===== config.mk =====
export PLATFORM = sky130hd
export DESIGN_NAME = bcd_stopwatch_flat
export DESIGN_NICKNAME = d
export VERILOG_FILES = /design/src/rtl/bcd_stopwatch_if.sv /design/src/rtl/bcd_stopwatch.sv /design/src/flat_wrapper.sv
export SDC_FILE = /design/constraint.sdc
export NUM_CORES = 1
export LEC_CHECK = 0
export BUFFER_PORTS_ARGS = -buffer_cell sky130_fd_sc_hd__buf_2
export CAP_MARGIN = 40
export CORE_ASPECT_RATIO = 1.25
export CORE_MARGIN = 2
export CORE_UTILIZATION = 60
export CTS_BUF_LIST = sky130_fd_sc_hd__clkbuf_8
export DETAILED_ROUTE_END_ITERATION = 8
export PLACE_DENSITY = 0.81
export SETUP_SLACK_MARGIN = 0.2
export SYNTH_ARGS = -nofsm -noshare
export SYNTH_HDL_FRONTEND = slang
export SYNTH_SLANG_ARGS = --single-unit

===== constraint.sdc =====
create_clock -name clk -period 2.6 [get_ports clk]
set_input_delay 0.39 -clock clk [delete_from_list [all_inputs] [get_ports clk]]
set_output_delay 0.39 -clock clk [all_outputs]
set_load 0.005 [all_outputs]

===== src/rtl/bcd_stopwatch_if.sv =====
// bcd_stopwatch_if
// Groups the stopwatch button inputs and the digit/status outputs.
// The master side (bench or button logic) drives the buttons; the slave
// side (the stopwatch) drives the four BCD digits, running and wrap.
interface bcd_stopwatch_if;
   logic       btn_ss;
   logic       clr;
   logic       lap;
   logic [3:0] d0;
   logic [3:0] d1;
   logic [3:0] d2;
   logic [3:0] d3;
   logic       running;
   logic       wrap;

   modport master (
      output btn_ss, clr, lap,
      input  d0, d1, d2, d3, running, wrap
   );

   modport slave (
      input  btn_ss, clr, lap,
      output d0, d1, d2, d3, running, wrap
   );
endinterface


===== src/rtl/bcd_stopwatch.sv =====
// bcd_stopwatch
// Four-digit BCD stopwatch (M:SS.t, 0:00.0 .. 9:59.9) feeding the per-digit
// 7-segment decoders. The start/stop button toggles run state on its rising
// edge, a prescaler divides clk down to 0.1 s ticks, and the digits cascade
// with a one-cycle wrap pulse on rollover from 9:59.9.
// Optional lap-hold display freeze is enabled by defining BCD_STOPWATCH_LAP_EN.
module bcd_stopwatch #(
   parameter int TICK_DIV = 5000000
) (
   input  logic          clk,
   input  logic          rst_n,
   bcd_stopwatch_if.slave sw
);

   localparam int              PRE_W   = (TICK_DIV > 1) ? $clog2(TICK_DIV) : 1;
   localparam logic [PRE_W-1:0] PRE_MAX = PRE_W'(TICK_DIV - 1);

   typedef enum logic {
      ST_STOPPED = 1'b0,
      ST_RUNNING = 1'b1
   } state_t;

   state_t           r_state;
   logic             r_btnQ;
   logic [PRE_W-1:0] r_pre;
   logic [3:0]       r_d0;
   logic [3:0]       r_d1;
   logic [3:0]       r_d2;
   logic [3:0]       r_d3;
   logic             r_wrap;

   logic w_running;
   logic w_ssEdge;
   logic w_tick;
   logic w_d0Carry;
   logic w_d1Carry;
   logic w_d2Carry;
   logic w_d3Carry;

   assign w_running = (r_state == ST_RUNNING);
   assign w_ssEdge  = sw.btn_ss & ~r_btnQ;
   assign w_tick    = w_running & (r_pre == PRE_MAX);
   assign w_d0Carry = (r_d0 == 4'd9);
   assign w_d1Carry = w_d0Carry & (r_d1 == 4'd9);
   assign w_d2Carry = w_d1Carry & (r_d2 == 4'd5);
   assign w_d3Carry = w_d2Carry & (r_d3 == 4'd9);

   // Run/stop state: button rising edge toggles, clear forces stopped; the
   // button history always tracks so a button held through clear won't retrigger.
   always_ff @(posedge clk or negedge rst_n) begin
      if (!rst_n) begin
         r_state <= ST_STOPPED;
         r_btnQ  <= 1'b0;
      end else begin
         r_btnQ <= sw.btn_ss;
         if (sw.clr) begin
            r_state <= ST_STOPPED;
         end else if (w_ssEdge) begin
            r_state <= (r_state == ST_RUNNING) ? ST_STOPPED : ST_RUNNING;
         end
      end
   end

   // Prescaler: advances only while running and holds while stopped, so a
   // resume finishes the partial 0.1 s period that was interrupted.
   always_ff @(posedge clk or negedge rst_n) begin
      if (!rst_n) begin
         r_pre <= '0;
      end else if (sw.clr) begin
         r_pre <= '0;
      end else if (w_tick) begin
         r_pre <= '0;
      end else if (w_running) begin
         r_pre <= r_pre + 1'b1;
      end
   end

   // Digit cascade: tenths -> seconds units -> seconds tens (0..5) -> minutes,
   // with wrap pulsing for the single cycle after 9:59.9 rolls to 0:00.0.
   always_ff @(posedge clk or negedge rst_n) begin
      if (!rst_n) begin
         r_d0   <= 4'd0;
         r_d1   <= 4'd0;
         r_d2   <= 4'd0;
         r_d3   <= 4'd0;
         r_wrap <= 1'b0;
      end else if (sw.clr) begin
         r_d0   <= 4'd0;
         r_d1   <= 4'd0;
         r_d2   <= 4'd0;
         r_d3   <= 4'd0;
         r_wrap <= 1'b0;
      end else begin
         r_wrap <= w_tick & w_d3Carry;
         if (w_tick) begin
            r_d0 <= w_d0Carry ? 4'd0 : r_d0 + 4'd1;
            if (w_d0Carry) begin
               r_d1 <= (r_d1 == 4'd9) ? 4'd0 : r_d1 + 4'd1;
            end
            if (w_d1Carry) begin
               r_d2 <= (r_d2 == 4'd5) ? 4'd0 : r_d2 + 4'd1;
            end
            if (w_d2Carry) begin
               r_d3 <= (r_d3 == 4'd9) ? 4'd0 : r_d3 + 4'd1;
            end
         end
      end
   end

`ifdef BCD_STOPWATCH_LAP_EN
   logic       r_lapQ;
   logic       r_lapHold;
   logic [3:0] r_f0;
   logic [3:0] r_f1;
   logic [3:0] r_f2;
   logic [3:0] r_f3;
   logic       w_lapEdge;

   assign w_lapEdge = sw.lap & ~r_lapQ;

   // Lap hold: each lap rising edge toggles hold; entering hold snapshots the
   // live digits so the display freezes while the count keeps going.
   always_ff @(posedge clk or negedge rst_n) begin
      if (!rst_n) begin
         r_lapQ    <= 1'b0;
         r_lapHold <= 1'b0;
         r_f0      <= 4'd0;
         r_f1      <= 4'd0;
         r_f2      <= 4'd0;
         r_f3      <= 4'd0;
      end else begin
         r_lapQ <= sw.lap;
         if (sw.clr) begin
            r_lapHold <= 1'b0;
            r_f0      <= 4'd0;
            r_f1      <= 4'd0;
            r_f2      <= 4'd0;
            r_f3      <= 4'd0;
         end else if (w_lapEdge) begin
            if (!r_lapHold) begin
               r_lapHold <= 1'b1;
               r_f0      <= r_d0;
               r_f1      <= r_d1;
               r_f2      <= r_d2;
               r_f3      <= r_d3;
            end else begin
               r_lapHold <= 1'b0;
            end
         end
      end
   end

   assign sw.d0 = r_lapHold ? r_f0 : r_d0;
   assign sw.d1 = r_lapHold ? r_f1 : r_d1;
   assign sw.d2 = r_lapHold ? r_f2 : r_d2;
   assign sw.d3 = r_lapHold ? r_f3 : r_d3;
`else
   assign sw.d0 = r_d0;
   assign sw.d1 = r_d1;
   assign sw.d2 = r_d2;
   assign sw.d3 = r_d3;
`endif

   assign sw.running = w_running;
   assign sw.wrap    = r_wrap;

endmodule


===== src/flat_wrapper.sv =====
// flat-port wrapper written by rule: the top's interface ports become plain ports
module bcd_stopwatch_flat 
#(
   parameter int TICK_DIV = 5000000
)
  (clk, rst_n, sw_btn_ss, sw_clr, sw_lap, sw_d0, sw_d1, sw_d2, sw_d3, sw_running, sw_wrap);
  bcd_stopwatch_if sw_i ();
  input  logic clk;
  input  logic rst_n;
  input wire logic [$bits(sw_i.btn_ss)-1:0] sw_btn_ss;
  input wire logic [$bits(sw_i.clr)-1:0] sw_clr;
  input wire logic [$bits(sw_i.lap)-1:0] sw_lap;
  output wire logic [$bits(sw_i.d0)-1:0] sw_d0;
  output wire logic [$bits(sw_i.d1)-1:0] sw_d1;
  output wire logic [$bits(sw_i.d2)-1:0] sw_d2;
  output wire logic [$bits(sw_i.d3)-1:0] sw_d3;
  output wire logic [$bits(sw_i.running)-1:0] sw_running;
  output wire logic [$bits(sw_i.wrap)-1:0] sw_wrap;
  assign sw_i.btn_ss = sw_btn_ss;
  assign sw_i.clr = sw_clr;
  assign sw_i.lap = sw_lap;
  assign sw_d0 = sw_i.d0;
  assign sw_d1 = sw_i.d1;
  assign sw_d2 = sw_i.d2;
  assign sw_d3 = sw_i.d3;
  assign sw_running = sw_i.running;
  assign sw_wrap = sw_i.wrap;
  bcd_stopwatch #(.TICK_DIV(TICK_DIV)) u_core (.clk(clk), .rst_n(rst_n), .sw(sw_i));
endmodule

==> flow_summary.ini <==
[floorplanning]
dieWidth_um = 60.0
die_h_um = 74.0
start_util = 0.621
core_um2 = 3780
die_area_um2 = 4440
rows = 25
pin_count = 23

[timing]
drv_slew = 0
rsz0062_at_grt = no
slew_headroom = 0.674
finalSetupViolCount = 0
finalHoldViolCount = 0
tightest_slew_ns = 0.489
fin_crit_sh = 0.887
layout_setup_ws_ns = 0.295
skew_ns = 0.0114
period_needed_ns = 2.31
fmax_mhz = 434
final.setup.tns_ns = 0

[cts]
htree_levels = 2
cts.path.max_buffers = 2
postCtsSetupBuffers = 0
cts_root_buf = clkbuf_8
path_clk_slew_ns = 0.09
cts.sink_count = 42
clk_latency_ns = 0.29
cts_tree = yes
cts_buffers = 5

[power]
leakage_uw = 0.00115
p_per_area_nw_per_um2 = 434
peakVddDrop_mv = 0.368

[placement]
pre_cts_ws_ns = 0.278
gp_congestion = 0.822
hpwl_mm = 3.42
io_buffers = 21

[route]
vias = 1944
totalWireLength_mm = 4.75
drt_iter0_drc = 97
detail-route-antenna-nets = 0
drc_errors = 0
viasPerCell = 5.96
wl_per_cell_um = 14.6
firstDrtPassIters = 4

[synthesis]
yosys.area.top_type = dfrtp_1
syn_avg_cell_area_um2 = 9.47
ys_ff_latch = 42
syn_inst = 248
synth_edf_count = 0
synth_fp_nets = 262
synthArstFlopShare = 1.00
synth.distinct_cells = 46
ys.warnings.count = 0
seq_area_frac_synth = 0.447
yosysTopAreaCellShare = 0.447
synth_area_leaders = dfrtp_1, ha_1, a21oi_1
netlist_area_um2 = 2350
ys.flop_type = dfrtp_1

[setup_path]
worstPathArrival_ns = 2.52
critPathKind = reg -> reg
crit_fanout = 15
r2r_cells = 4
r2r-end = u_core.sw.d0[1]$_DFFE_PN0P_
r2r_setup_slack_ns = 0.29
cp.required_ns = 2.82
worstSetupEndpointType = flop
cp-start-kind = flop
r2r-start = u_core.r_pre[15]$_DFFE_PN0P_

[finish]
antennaDiodeCount = 0
fillCellCount = 317
final_cell_mix = dfrtp_1, nor2_1, buf_2
syn_to_final_growth_pct = 12.4
nNetsFinal = 285
mostFrequentLayoutCell = dfrtp_1
drive_above_1_share = 0.173

[min_path]
hold_path_class = in -> async

[global_routing]
overflow = 0
grt_max_degree = 27
grt_pass1_wl_mm = 8.16
grt_usage = 0.238
grt_pass1_vias = 1907
antenna_found_initial = 0

[run_status]
outcome = complete, no violations

[run]
cap_viol_max_count = 0
-- repair_timing --
item | in CTS | in global routing
endpoints found under the hold margin | 0 | 0
setup endpoints to repair | 0 | 1
hold buffers | 0 | 0
resized for setup | 0 | 1
-- sequential cells by signal, summed over array words and instances (netlist names) --
| name | cells |
|---|---|
| u_core.sw.running | 1 |
| u_core.sw.d2 | 4 |
| u_core.r_pre | 23 |
| u_core.sw.d3 | 4 |
| u_core.r_btnQ | 1 |
| u_core.sw.wrap | 1 |
| u_core.sw.d1 | 4 |
| u_core.sw.d0 | 4 |
-- worst max-delay path by stage --
stage                                  startpoint                      endpoint  slack [ns]  cells past startpoint
global placement      u_core.r_pre[6]$_DFFE_PN0P_   u_core.sw.d1[3]$_DFFE_PN0P_        0.31                      4
floorplan             u_core.r_pre[6]$_DFFE_PN0P_   u_core.sw.d1[3]$_DFFE_PN0P_        0.31                      5
detailed placement    u_core.r_pre[6]$_DFFE_PN0P_   u_core.sw.d1[3]$_DFFE_PN0P_        0.28                      4
global route        u_core.sw.running$_DFFE_PN0P_  u_core.r_pre[21]$_DFFE_PN0P_        0.22                      4
finish               u_core.r_pre[15]$_DFFE_PN0P_   u_core.sw.d0[1]$_DFFE_PN0P_        0.29                      4
CTS                   u_core.r_pre[6]$_DFFE_PN0P_   u_core.sw.d1[3]$_DFFE_PN0P_        0.25                      4
-- worst max-delay path, stage by stage, from the launching register on --
cell,delay [ns]
dfrtp_1,0.46
or2_2,0.34
or4_1,0.72
or4_1,0.57
a21oi_1,0.15
-- cell families (layout without fill, tap and decap cells) --
| family | Yosys count | count (layout) | share of synthesized area |
|---|---|---|---|
| adder cells (fa/ha/maj) | 9 | 9 | 0.0479 |
| AND/OR/NAND/NOR | 112 | 112 | 0.274 |
| buffers and inverters | 19 | 43 | 0.0351 |
| AO/OA/AOI/OAI | 47 | 47 | 0.120 |
| multiplexers | 5 | 5 | 0.0229 |
| flip-flops | 42 | 42 | 0.447 |
| XOR/XNOR | 14 | 14 | 0.0522 |
-- metrics by stage --
step	cell area, um2	power, uW	utilization	std cells	hold slack (ns)
finish	2640	1150	0.698	326	0.0457
global route	2640	1200	0.698	326	0.0530
CTS	2640	1160	0.698	326	0.0497
detailed placement	2540	722	0.672	318	0.373
global placement	2520	717	0.665	317	0.509
floorplan	2350	696	-	248	0.0944
-- per-layer routing --
| metal | wire, um | part of all wire | vias up | global-route usage |
|---|---|---|---|---|
| met3 | 163 | 0.034 | 2 | 0.0470 |
| li1 | - | - | 953 | - |
| met2 | 2530 | 0.53 | 45 | 0.435 |
| met1 | 2050 | 0.43 | 944 | 0.279 |
| met4 | 11 | 0.0023 | 0 | 0.0642 |
| met5 | 0 | 0 | - | 0 |
-- report_power, final --
part | switching, uW | internal (uW) | total, uW
sequential | 5.22 | 657 | 662
combinational | 30.7 | 15.8 | 46.4
clock | 225 | 214 | 439
total | 261 | 886 | 1150
-- Yosys cell counts, types with 2 or more instances --
cell type / n
dfrtp_1: 42
nor2_1: 24
a21oi_1: 19
nand4_1: 14
nand2_1: 13
o21ai_0: 12
ha_1: 9
or4_1: 9
xnor2_1: 8
clkbuf_1: 7
inv_1: 7
nand3_1: 7
o31ai_1: 7
or3_1: 7
and3_1: 6
nor3_1: 6
xor2_1: 6
nor2b_1: 4
nor4_1: 4
and3b_1: 3
buf_2: 3
mux2_2: 3
a311oi_1: 2
a41oi_1: 2
mux2i_1: 2
nand3b_1: 2
-- cell type report --
| cell class | instances | area [um2] | share of cell area |
|---|---|---|---|
| sequential | 42 | 1050 | 0.398 |
| clock buffer | 6 | 82.6 | 0.0313 |
| clock inverter | 2 | 12.5 | 0.00474 |
| tap | 54 | 67.6 | 0.0256 |
| multi-input combinational | 187 | 1220 | 0.463 |
| inverter | 7 | 26.3 | 0.00995 |
| timing repair buffer | 28 | 178 | 0.0673 |
Power figures use the tool's default switching activity.
